`src/rtl/key_debounce_pulse.sv`:
```
// Pushbutton debouncer: two-flop synchronizer, 4-state debounce FSM, one-cycle press strobe.
// Optional auto-repeat on a held key is enabled by defining KEY_AUTOREPEAT_EN.
module key_debounce_pulse #(
   parameter int unsigned DB_CYCLES  = 250000,
   parameter int unsigned RPT_DELAY  = 25000000,
   parameter int unsigned RPT_PERIOD = 5000000
) (
   input  logic       Clk,
   input  logic       Clr_n,
   input  logic       Key,
   output logic       Pulse,
   output logic       Level,
   output logic [1:0] State
);

   localparam int unsigned CW = $clog2(DB_CYCLES + 1);
   localparam logic [CW-1:0] CNT_LAST = CW'(DB_CYCLES - 1);

   typedef enum logic [1:0] {
      RELEASED     = 2'b00,
      PRESS_WAIT   = 2'b01,
      PRESSED      = 2'b10,
      RELEASE_WAIT = 2'b11
   } state_t;

   // Zero-cycle debounce or repeat intervals have no meaning; refuse to elaborate them.
   if (DB_CYCLES < 1 || RPT_DELAY < 1 || RPT_PERIOD < 1) begin : g_bad_param
      $error("key_debounce_pulse: DB_CYCLES, RPT_DELAY and RPT_PERIOD must be 1 or greater");
   end

   state_t        state;
   logic          key_m;
   logic          key_s;
   logic [CW-1:0] cnt;

`ifdef KEY_AUTOREPEAT_EN
   localparam int unsigned RPT_MAX = (RPT_DELAY > RPT_PERIOD) ? RPT_DELAY : RPT_PERIOD;
   localparam int unsigned RW      = $clog2(RPT_MAX + 1);

   logic [RW-1:0] rpt;
   logic          rpt_first;
   logic [RW-1:0] rpt_inc;
   logic [RW-1:0] rpt_target;

   // First repeat waits RPT_DELAY, every later one RPT_PERIOD; rpt restarts at each strobe.
   assign rpt_inc    = rpt + RW'(1);
   assign rpt_target = rpt_first ? RW'(RPT_DELAY) : RW'(RPT_PERIOD);
`endif

   always_ff @(posedge Clk or negedge Clr_n) begin
      if (!Clr_n) begin
         key_m     <= 1'b1;
         key_s     <= 1'b1;
         state     <= RELEASED;
         cnt       <= '0;
         Pulse     <= 1'b0;
         Level     <= 1'b0;
`ifdef KEY_AUTOREPEAT_EN
         rpt       <= '0;
         rpt_first <= 1'b1;
`endif
      end else begin
         key_m <= Key;
         key_s <= key_m;
         Pulse <= 1'b0;
         case (state)
            RELEASED: begin
               if (!key_s) begin
                  state <= PRESS_WAIT;
                  cnt   <= '0;
               end
            end
            PRESS_WAIT: begin
               if (key_s) begin
                  state <= RELEASED;
               end else if (cnt == CNT_LAST) begin
                  state <= PRESSED;
                  Level <= 1'b1;
                  Pulse <= 1'b1;
`ifdef KEY_AUTOREPEAT_EN
                  rpt       <= '0;
                  rpt_first <= 1'b1;
`endif
               end else begin
                  cnt <= cnt + CW'(1);
               end
            end
            PRESSED: begin
               if (key_s) begin
                  state <= RELEASE_WAIT;
                  cnt   <= '0;
               end else begin
`ifdef KEY_AUTOREPEAT_EN
                  if (rpt_inc == rpt_target) begin
                     Pulse     <= 1'b1;
                     rpt       <= '0;
                     rpt_first <= 1'b0;
                  end else begin
                     rpt <= rpt_inc;
                  end
`endif
               end
            end
            RELEASE_WAIT: begin
               // Repeat counter deliberately holds here so a release bounce resumes the schedule.
               if (!key_s) begin
                  state <= PRESSED;
               end else if (cnt == CNT_LAST) begin
                  state <= RELEASED;
                  Level <= 1'b0;
               end else begin
                  cnt <= cnt + CW'(1);
               end
            end
            default: state <= RELEASED;
         endcase
      end
   end

   assign State = state;

endmodule

```
`config.mk`:
```
export PLATFORM = sky130hd
export DESIGN_NAME = key_debounce_pulse
export DESIGN_NICKNAME = d
export VERILOG_FILES = /design/src/rtl/key_debounce_pulse.sv
export SDC_FILE = /design/constraint.sdc
export NUM_CORES = 1
export LEC_CHECK = 0
export BUFFER_PORTS_ARGS = -buffer_cell sky130_fd_sc_hd__buf_4
export CELL_PAD_IN_SITES_DETAIL_PLACEMENT = 0
export CELL_PAD_IN_SITES_GLOBAL_PLACEMENT = 1
export CORE_UTILIZATION = 53
export CTS_BUF_LIST = sky130_fd_sc_hd__clkbuf_4 sky130_fd_sc_hd__clkbuf_8
export DETAILED_ROUTE_END_ITERATION = 12
export PLACE_DENSITY_LB_ADDON = 0.1
export SYNTH_ARGS = -nofsm -noshare
export SYNTH_HDL_FRONTEND = slang
export SYNTH_SLANG_ARGS = --single-unit
```
`constraint.sdc`:
```
create_clock -name Clk -period 3.5 [get_ports Clk]
set_input_delay 1.05 -clock Clk [delete_from_list [all_inputs] [get_ports Clk]]
set_output_delay 1.05 -clock Clk [all_outputs]
set_load 0.05 [all_outputs]
```
* After elaboration in Yosys (flattened, before gate mapping)
Cells that the tools add are included.
** Word-level totals
- Logic and storage cells :: 45
- Output and inout bits :: 4
- Flip-flop bits (word level) :: 24
** Cells by class
- Add/sub/neg operators :: 1
- Reductions and logical operators :: 5
- Muxes and demuxes :: 21
- Eq/ne operators :: 12
** Operators with widths (number)
- $mux W18 :: 5
- $pmux W18 S4 :: 1
- $add A18 B1 Y18 const B :: 1
- $eq A18 B18 Y1 const B :: 1
- $mux W2 :: 6
- $ne A2 B2 Y1 const B :: 6
- $pmux W2 S4 :: 1
- $reduce_and A4 Y1 :: 2
- $mux W1 :: 7
- $ne A3 B3 Y1 const B :: 2
- $reduce_and A5 Y1 :: 1
- $eq A2 B2 Y1 const B :: 2
- $eq A2 B1 Y1 const B :: 1
- $logic_not A2 Y1 :: 1
- $pmux W1 S2 :: 1
- $reduce_bool A2 Y1 :: 1

* Longest topological paths before layout
Gate-level depths: netlist (run 1).
- Word-level depth :: 4
- Depth in mapped cells :: 6
- Gate-level depth less buffers :: 5

* Least setup slack after synthesis (run 1)
No wires, ideal clock.
- Kind :: flip-flop to flip-flop
- Start :: register state[0], in the netlist State[0]
- End :: register cnt[0]
- Arrival time :: 2370 ps
- Cell stages (with the launch flop) :: 6
- Clock period less this slack :: 2495 ps
- Buffers on the path :: 0
- Slack :: 1005 ps
- Data required time :: 3375 ps
- Cells stage by stage :: dfrtp_1 or4b_1 or4_4 o31ai_4 inv_2 mux2_4
** On the way
- Longest elaborated chain between the ends :: 3
- Elaborated cells on any way between the ends :: 10
- Classes of those cells :: 7 x eq/ne; 1 x mux; 2 x reduce/logical
** Ends and longest elaborated chain
- from (decl) :: line 31 : state_t state;
- from (signal assigned) :: line 54 : state <= RELEASED;
- from (signal assigned) :: line 69 : state <= PRESS_WAIT;
- from (signal assigned) :: line 75 : state <= RELEASED;
- $eq A2 B1 Y1 (tied with other cells) :: line 66 : case (state)
- $ne A2 B2 Y1 (no line)
- $reduce_and A4 Y1 (no line)
- to (signal assigned) :: line 85 : cnt <= cnt + CW'(1);
- to (signal assigned) :: line 112 : cnt <= cnt + CW'(1);
- to (decl) :: line 34 : logic [CW-1:0] cnt;
Parallel ways exist; a longest one is shown, timed or not.
A chain may end at the register's enable or synchronous reset.

* Final worst setup path (run 1)
- Start :: register cnt[8]
- End :: register cnt[0]
** On the way
- Longest elaborated chain between the ends :: 4
- Elaborated cells on any way between the ends :: 5
- Classes of those cells :: 1 x eq/ne; 4 x mux
** Ends and longest elaborated chain (line)
- $eq A18 B18 Y1 * :: 76, 108
- $mux W18 *
- $mux W18 (on tied branches)
- $pmux W18 S4 *
Mark *: on every way between the ends. The rest lies on a longest branch, timed or not. The select of a mux whose other input is x is not followed.

==> results of run 1 <==
==> worst register-to-register path: cells and delay by family (launching register included) <==
kind	cells	cell delay, ps
AO/OA/AOI/OAI	1	450
buffers and inverters	1	120
flip-flops	1	490
multiplexers	1	310
AND/OR/NAND/NOR	2	1100
==> routing by layer <==
| layer | global-route usage [%] | wire, um | part of all wire [%] | vias up |
|---|---|---|---|---|
| met4 | 7.89 | 0 | 0 | 0 |
| met2 | 38.9 | 1350 | 47 | 31 |
| met1 | 38.5 | 1400 | 49 | 516 |
| met5 | 0 | 0 | 0 | - |
| li1 | - | - | - | 537 |
| met3 | 2.61 | 128 | 4.5 | 0 |
==> cell usage in the layout (no fill, tap or decap), types with 2 or more instances in the layout <==
cell	n
a22o_1	2
a31oi_1	6
buf_4	9
and4_1	2
a21o_1	2
dfstp_2	2
nor4_1	3
nand3_1	7
nand4_1	6
and3_1	4
o41ai_1	6
o2bb2ai_1	2
clkbuf_4	3
a211o_1	3
and2_1	5
o21ai_0	2
a2bb2oi_1	2
or4b_1	2
inv_1	3
mux2i_1	6
nor2_1	8
nor3_1	5
nand2_1	14
or3_1	3
dfrtp_1	22
==> sequential cells by signal, indices dropped and copies added (netlist names), named ones only <==
| register | count |
|---|---|
| Pulse | 1 |
| Level | 1 |
| State | 1 |
| key_m | 1 |
| cnt | 18 |
| key_s | 1 |
==> cell type report <==
cell class	count	area, um2	area share (%)
flip-flops and latches	24	603	41.7
repair buffers	9	67.6	4.68
well taps	28	35.0	2.42
inverters	4	15.0	1.04
multi-input cells	101	688	47.6
clock buffers	4	36.3	2.51
==> cells by family after synthesis <==
family / Yosys count / synth area share (%)
buf+inv: 11 / 3.37
simple gates: 62 / 25.5
flops: 24 / 45.1
compound gates: 29 / 18.2
xor+xnor: 2 / 1.31
fa+ha+maj: 1 / 0.936
mux: 7 / 5.62
==> worst paths after layout <==
check	startpoint	to	slack (ps)	cells after the start
max	cnt[8]	cnt[0]	930	5
min	key_m	key_s	370	0
max reg2reg	cnt[8]	cnt[0]	930	5
min reg2reg	key_m	key_s	370	0
max in group asynchronous	Clr_n	key_s	2610	1
min in group asynchronous	Clr_n	cnt[4]	600	1
==> through the flow <==
stage	area [um2]	hold slack, ps	cells	setup slack, ps
final	1450	367	170	926
after global routing	1450	370	170	802
after CTS	1450	369	170	970
after detailed placement	1410	350	166	973
after global placement	1410	346	166	992
after floorplan	1340	345	136	1000
==> power groups by stage <==
stage	logic [mW]	registers [mW]	clock network, mW
after floorplan	0.0467	0.312	0
after global placement	0.0573	0.319	0
after detailed placement	0.0598	0.320	0
after CTS	0.0595	0.315	0.150
after global routing	0.0667	0.319	0.159
final	0.0584	0.316	0.148
==> qor.txt, run 1 <==
Status: finished, final reports clean
Post-synth top area cell: dfrtp_1
Worst path cell trace: or4b_1 > or4_4 > o31ai_4 > inv_2 > mux2_4
Clock Sink Count: 24
Seq cells post-synth: 24
FFs w/ async S/R, synth: 100%
Syn Inst Count: 136
Library cells used by synthesis: 38
Root Buffer Master: clkbuf_4
CTS buffer count: 3
Bufs on Longest Clock Path: 2
Most instantiated cells after synthesis: dfrtp_1 (22), nand2_1 (14), nor2_1 (8)
Hold-fix buffers, CTS: 0
CP Launch Type: register
1st-pass router iterations: 4
First-pass GRT wire length: 5070 um
Critical path required time: 3710 ps
CP max FO: 10
Sequential area share after synthesis: 45.1%
Starting density of the core: 58.2%
Maxcap violations: 0
Lkg Pwr: 0.665 nW
Remaining Overflow, GRT: 0
Final Wtd Congestion: 0.759
Die footprint: 2730 um2
Unrepaired setup endpoints after global routing: no
Fin Clk Skew: 6.97 ps
Initial antenna violation count: 0
Final setup viols: 0
Arrival @ worst endpoint: 2780 ps
DRC Markers: 0
Tcrit/Tclk final: 73.5%
Die height: 52.2 um
Share of cells above drive strength 1: 13.4%
Cell family with most CP delay: simple AND/OR/NAND/NOR gates
CTS clk-pin slew, worst paths: 140 ps
Nets: 147
Switching share of power: 26.8%
Post-DP HPWL: 1990 um
Via density: 6.38
Mean routed wirelength per cell: 16.9 um
Final core utilization: 62.9%
Initial DRC count: 32
Dominant synthesized flop cell: dfrtp_1
Vias in the first global route: 1063
Post-DRT Antenna Nets: 0
Psw: 0.140 mW
Syn_nets: 140
Sequential power share: 60.5%
Number of synthesized flops with an enable pin: 0
Synth Area per Inst: 9.83 um2
Filler cells: 204
Synth-to-layout area growth: 8.15%
Total negative slack: 0 ps
Peak Freq: 0.388 GHz
Cell row count: 17
Final Hold Vio Count: 0
Die width: 52.2 um
HP Class: register to register
CP max stage delay: 580 ps
Share of the synthesized area in the top cell type: 41.2%
Ys Warns: 0
Port Buf Inserts: 6
# diodes: 0
Min Tclk post-route: 2570 ps
CP Class: register to register
Most common cell in the netlist: dfrtp_1
Final Power: 0.522 mW
Largest net degree at the start of global routing: 25
Comb pwr share: 11.2%
CTS H-tree depth: 1
Detailed-route wire length: 2870 um
WP buf/inv: 1
Clock power frac: 28.3%
I/O Pins: 7
CP max stage cell: or4_4
Setup crit end kind: register
Slew headroom: 57.2%
Final Max Slew Viols: 0
Clk_lat worst skew: 310 ps
Top cells by area, synth: dfrtp_1 (41%), mux2i_1 (4.5%), dfstp_2 (3.9%)
TritonCTS clock tree: yes
Post-CTS Setup Inserts: 0
Power density cells: 361 nW/um2
Maximum VDD drop: 0.229 mV
Post-cts sizing count: 0
Gr usage total: 25.7%
CORE AREA: 2300 um2
Worst-Margin Slew: 636 ps
Internal power: 0.382 mW
Mapped Area: 1340 um2
Routed vias: 1084
Note: power is estimated with default switching activity, not from simulation.
==> run 2: changes to the inputs <==
- CORE_UTILIZATION: 53 -> 49
- clock period: 3.5 -> 2.5 ns (I/O delays scaled with it)
==> run 2 against run 1 <==
Against the previous run: critical path depth stayed put; clock skew is 2.3 ps lower; wire length is 0.73% higher; final cell count is 1.8% higher; register-to-register slack worse by 700 ps; largest power group unchanged.
==> qor.txt, run 2 (same netlist as run 1, synthesis figures left out) <==
Status: finished, final reports clean
Gr usage total: 23.3%
Post-DP Area: 1420 um2
Total negative slack: 0 ps
Slew headroom: 56.2%
Clk_lat worst skew: 320 ps
Peak Freq: 0.440 GHz
Cell row count: 18
CP max stage delay: 580 ps
CP Class: register to register
Worst path cell trace: or4b_1 > or4_4 > o31ai_4 > inv_2 > mux2_4
Largest register by flop count: cnt
Post-CTS Setup Inserts: 0
Die width: 54.2 um
Final Max Slew Viols: 0
Critical path origin: cnt[11]
TritonCTS clock tree: yes
Post-cts sizing count: 0
Mean routed wirelength per cell: 16.7 um
Most frequent cells in the layout: dfrtp_1 (22), nand2_1 (14), buf_4 (10)
Via density: 6.38
Initial DRC count: 36
I/O Pins: 7
Clock Sink Count: 24
CP Launch Type: register
Synth-to-layout area growth: 10.1%
Final setup viols: 0
Worst-Margin Slew: 650 ps
Die height: 54.2 um
Nets: 148
DRC Markers: 0
# diodes: 0
HP Class: input pin to asynchronous set/reset pin
Maxcap violations: 0
CTS buffer count: 3
Final Wtd Congestion: 0.809
Maximum VDD drop: 0.394 mV
Min Tclk post-route: 2270 ps
CTS clk-pin slew, worst paths: 140 ps
Share of cells above drive strength 1: 14.0%
Bufs on Longest Clock Path: 2
CP max stage cell: or4_4
Cell family with most CP delay: simple AND/OR/NAND/NOR gates
CORE AREA: 2520 um2
CP max FO: 6
Reg2Reg Depth: 5
Root Buffer Master: clkbuf_4
Setup crit end kind: register
Die footprint: 2940 um2
Starting density of the core: 53.0%
Commonest non-fill, non-tap cell in the layout: dfrtp_1
Tcrit/Tclk final: 90.9%
Filler cells: 224
Fin Clk Skew: 4.68 ps
Max FFs per register: 18
R2r endpoint: cnt[0]
Post-DRT Antenna Nets: 0
Power density cells: 552 nW/um2
Port Buf Inserts: 6
FF-to-FF setup slack: 230 ps
1st-pass router iterations: 4
First-pass GRT wire length: 4800 um
Largest net degree at the start of global routing: 25
Design Area, Final: 1470 um2
Routed vias: 1104
Vias in the first global route: 975
Unrepaired setup endpoints after global routing: no
Worst reg2reg path startpoint: cnt[11]
Final Power: 0.812 mW
Remaining Overflow, GRT: 0
Post-DP HPWL: 1960 um
Arrival @ worst endpoint: 2490 ps
Hold-fix buffers, CTS: 0
Initial antenna violation count: 0
Lkg Pwr: 0.677 nW
CTS H-tree depth: 1
WP buf/inv: 1
Detailed-route wire length: 2890 um
Final Hold Vio Count: 0
Critical path required time: 2720 ps
==> run 2: routing by layer <==
layer / share of wire, % / track usage (%) / vias up
met1: 49 / 34.3 / 534
met4: 0.69 / 7.69 / 0
li1: - / - / 540
met5: 0 / 0 / -
met2: 45 / 35.6 / 28
met3: 4.8 / 2.50 / 2
==> run 2: how the worst max path moves through the flow <==
stage	slack, ps	to	cells past startpoint
4_1_cts	240	cnt[4]	5
6_report	230	cnt[0]	5
3_3_place_gp	300	cnt[0]	5
2_1_floorplan	5	cnt[0]	5
5_1_grt	170	cnt[4]	5
3_5_place_dp	270	cnt[0]	5
==> run 2: stage by stage <==
stage	setup slack [ps]	hold slack [ps]	cells	util, %
floorplan	4.51	345	136	-
detailed placement	269	355	169	56.3
global route	167	316	173	58.3
global placement	300	345	169	56.3
finish	229	302	173	58.3
CTS	239	308	173	58.3
==> run 2: where the power goes <==
group          switching [mW]  total [mW]  internal [mW]
Clock                   0.125       0.287          0.162
Combinational          0.0451      0.0819         0.0368
Sequential             0.0330       0.443          0.410
Total                   0.203       0.812          0.609
==> run 2: cell type report <==
| cell class | instances | area [um2] | share of cell area, % |
|---|---|---|---|
| multi-input combinational | 101 | 688 | 46.8 |
| sequential | 24 | 603 | 41.0 |
| timing repair buffer | 10 | 75.1 | 5.10 |
| tap | 30 | 37.5 | 2.55 |
| clock inverter | 1 | 30.0 | 2.04 |
| clock buffer | 3 | 22.5 | 1.53 |
| inverter | 4 | 15.0 | 1.02 |
==> run 3: changes to the inputs <==
- ABC_AREA: unset -> 1
- CORE_UTILIZATION: 49 -> 46
==> run 3 against run 2 <==
Against the previous run: wire length about the same; worst hold slack worse by 14 ps; count of clock-buffer cells in the layout unchanged; total power down 8.7%; register-to-register slack better by 40 ps; setup slack better by 37 ps; clock skew up 8.4 ps; final area up 0.85%; critical path depth up 4; flip-flop and latch count unchanged.
==> qor.txt, run 3 <==
# diodes: 0
Syn Inst Count: 185
Detailed-route wire length: 2890 um
Share of the synthesized area in the top cell type: 39.8%
DRC Markers: 0
Lkg Pwr: 0.618 nW
Setup crit end kind: register
Comb pwr share: 6.3%
CTS buffer count: 3
I/O Pins: 7
Via density: 5.29
Min Tclk post-route: 2230 ps
Hold-fix buffers, CTS: 0
Status: finished, final reports clean
Switching share of power: 22.7%
Die width: 56.9 um
Placed instance count: 218
TritonCTS clock tree: yes
GR Util met1: 28.6%
HP Class: input pin to asynchronous set/reset pin
Arrival @ worst endpoint: 2440 ps
Starting density of the core: 49.3%
Gr usage total: 21.0%
FFs w/ async S/R, synth: 100%
M3 GR Usage: 2.07%
Nets: 196
Sequential area share after synthesis: 43.6%
Psw: 0.168 mW
Dominant synthesized flop cell: dfrtp_1
Final Max Slew Viols: 0
Bufs on Longest Clock Path: 2
Initial DRC count: 51
Number of synthesized flops with an enable pin: 0
Worst-Margin Slew: 561 ps
Slew headroom: 62.3%
Unrepaired setup endpoints after global routing: no
Most instantiated cells after synthesis: nand2_1 (54), nor2_1 (25), dfrtp_1 (22)
Commonest non-fill, non-tap cell in the layout: nand2_1
Library cells used by synthesis: 23
Top cells by area, synth: dfrtp_1 (40%), nand2_1 (15%), nor2_1 (6.8%)
Tcrit/Tclk final: 89.4%
CTS H-tree depth: 1
Total negative slack: 0 ps
Port Buf Inserts: 6
Sequential power share: 55.0%
Cell row count: 19
Peak Freq: 0.448 GHz
CTS clk-pin slew, worst paths: 150 ps
CP Class: register to register
Post-synth top area cell: dfrtp_1
Die height: 56.9 um
Hold Slack: 288 ps
Most common cell in the netlist: nand2_1
Routed vias: 1174
Most frequent cells in the layout: nand2_1 (54), nor2_1 (25), dfrtp_1 (22)
Root Buffer Master: clkbuf_4
Seq cells post-synth: 24
Busiest grt layer: met2
Remaining Overflow, GRT: 0
Clock Sink Count: 24
Initial antenna violation count: 0
Max FFs per register: 18
Final Hold Vio Count: 0
CORE AREA: 2810 um2
GR Util met2: 34.0%
Synth-to-layout area growth: 7.23%
Maxcap violations: 0
Post-DP HPWL: 2200 um
Largest net degree at the start of global routing: 25
Clk_lat worst skew: 330 ps
Reg2Reg Depth: 9
Power density cells: 500 nW/um2
Post-cts sizing count: 0
Internal power: 0.573 mW
Vias in the first global route: 1143
Final Wtd Congestion: 0.819
Largest register by flop count: cnt
Maximum VDD drop: 0.297 mV
Mean routed wirelength per cell: 13.0 um
CP max FO: 20
Mapped Area: 1380 um2
Share of cells above drive strength 1: 10.5%
Syn_nets: 189
Final setup viols: 0
CP Launch Type: register
Post-DRT Antenna Nets: 0
1st-pass router iterations: 4
Fin Clk Skew: 13.1 ps
Clock power frac: 38.7%
Synth Area per Inst: 7.48 um2
First-pass GRT wire length: 5200 um
Ys Warns: 0
Die footprint: 3230 um2
Non-Filler Instances: 222
Post-CTS Setup Inserts: 0
Critical path required time: 2710 ps
## run 3: worst max-delay path, cell delays in order, from the launching register on
cell and delay, ps:
dfrtp_1 490, ha_1 280, nand2_2 110, nor2_4 50
nand3_2 90, nor2_4 50, nor2_2 440, clkinv_2 390
nand2_1 130, o21ai_0 80
## run 3: layer usage
metal / up-vias / routed length (um)
met2: 21 / 1320
met4: 0 / 62
met3: 7 / 74
met5: - / 0
li1: 611 / -
met1: 535 / 1430
## run 3: kinds of logic after synthesis
| logic type | synth area share, % |
|---|---|
| and+or+nand+nor | 35.7 |
| AOI/OAI and AO/OA | 8.41 |
| DFF | 43.6 |
| xor gates and xnor gates | 3.80 |
| adders and majority gates | 0.904 |
| buffers and inverters | 7.59 |
## run 3: metrics by stage
| step | worst slack, ps | instance area [um2] | total power [mW] | utilization (%) |
|---|---|---|---|---|
| after floorplan | 850 | 1380 | 0.446 | - |
| after global placement | 357 | 1430 | 0.462 | 51.0 |
| after detailed placement | 303 | 1430 | 0.463 | 51.0 |
| after CTS | 274 | 1480 | 0.751 | 52.9 |
| after global routing | 70.3 | 1480 | 0.772 | 52.9 |
| final | 266 | 1480 | 0.742 | 52.9 |
## run 3: final timing paths
path | slack (ps) | endpoint | startpoint
min in group Clk | 360 | key_s | key_m
worst min-delay path | 290 | cnt[14] | Clr_n
worst max-delay path | 270 | cnt[12] | cnt[0]
max in group asynchronous | 1910 | key_m | Clr_n
worst min register to register | 360 | key_s | key_m
worst max register to register | 270 | cnt[12] | cnt[0]
## run 3: cell type report
cell class | instances | area [um2]
Tap cell | 31 | 38.8
Sequential cell | 24 | 603
Multi-Input combinational cell | 140 | 676
Clock buffer | 3 | 22.5
Clock inverter | 1 | 30.0
Timing Repair Buffer | 7 | 52.6
Inverter | 16 | 61.3
Fill cell | 283 | 1320
## run 3: power by group through the flow
| stage | sequential (mW) | clock (mW) | combinational (mW) |
|---|---|---|---|
| finish | 0.408 | 0.287 | 0.0467 |
| global route | 0.410 | 0.309 | 0.0525 |
| CTS | 0.408 | 0.295 | 0.0481 |
| detailed placement | 0.415 | 0 | 0.0476 |
| global placement | 0.414 | 0 | 0.0476 |
| floorplan | 0.416 | 0 | 0.0299 |
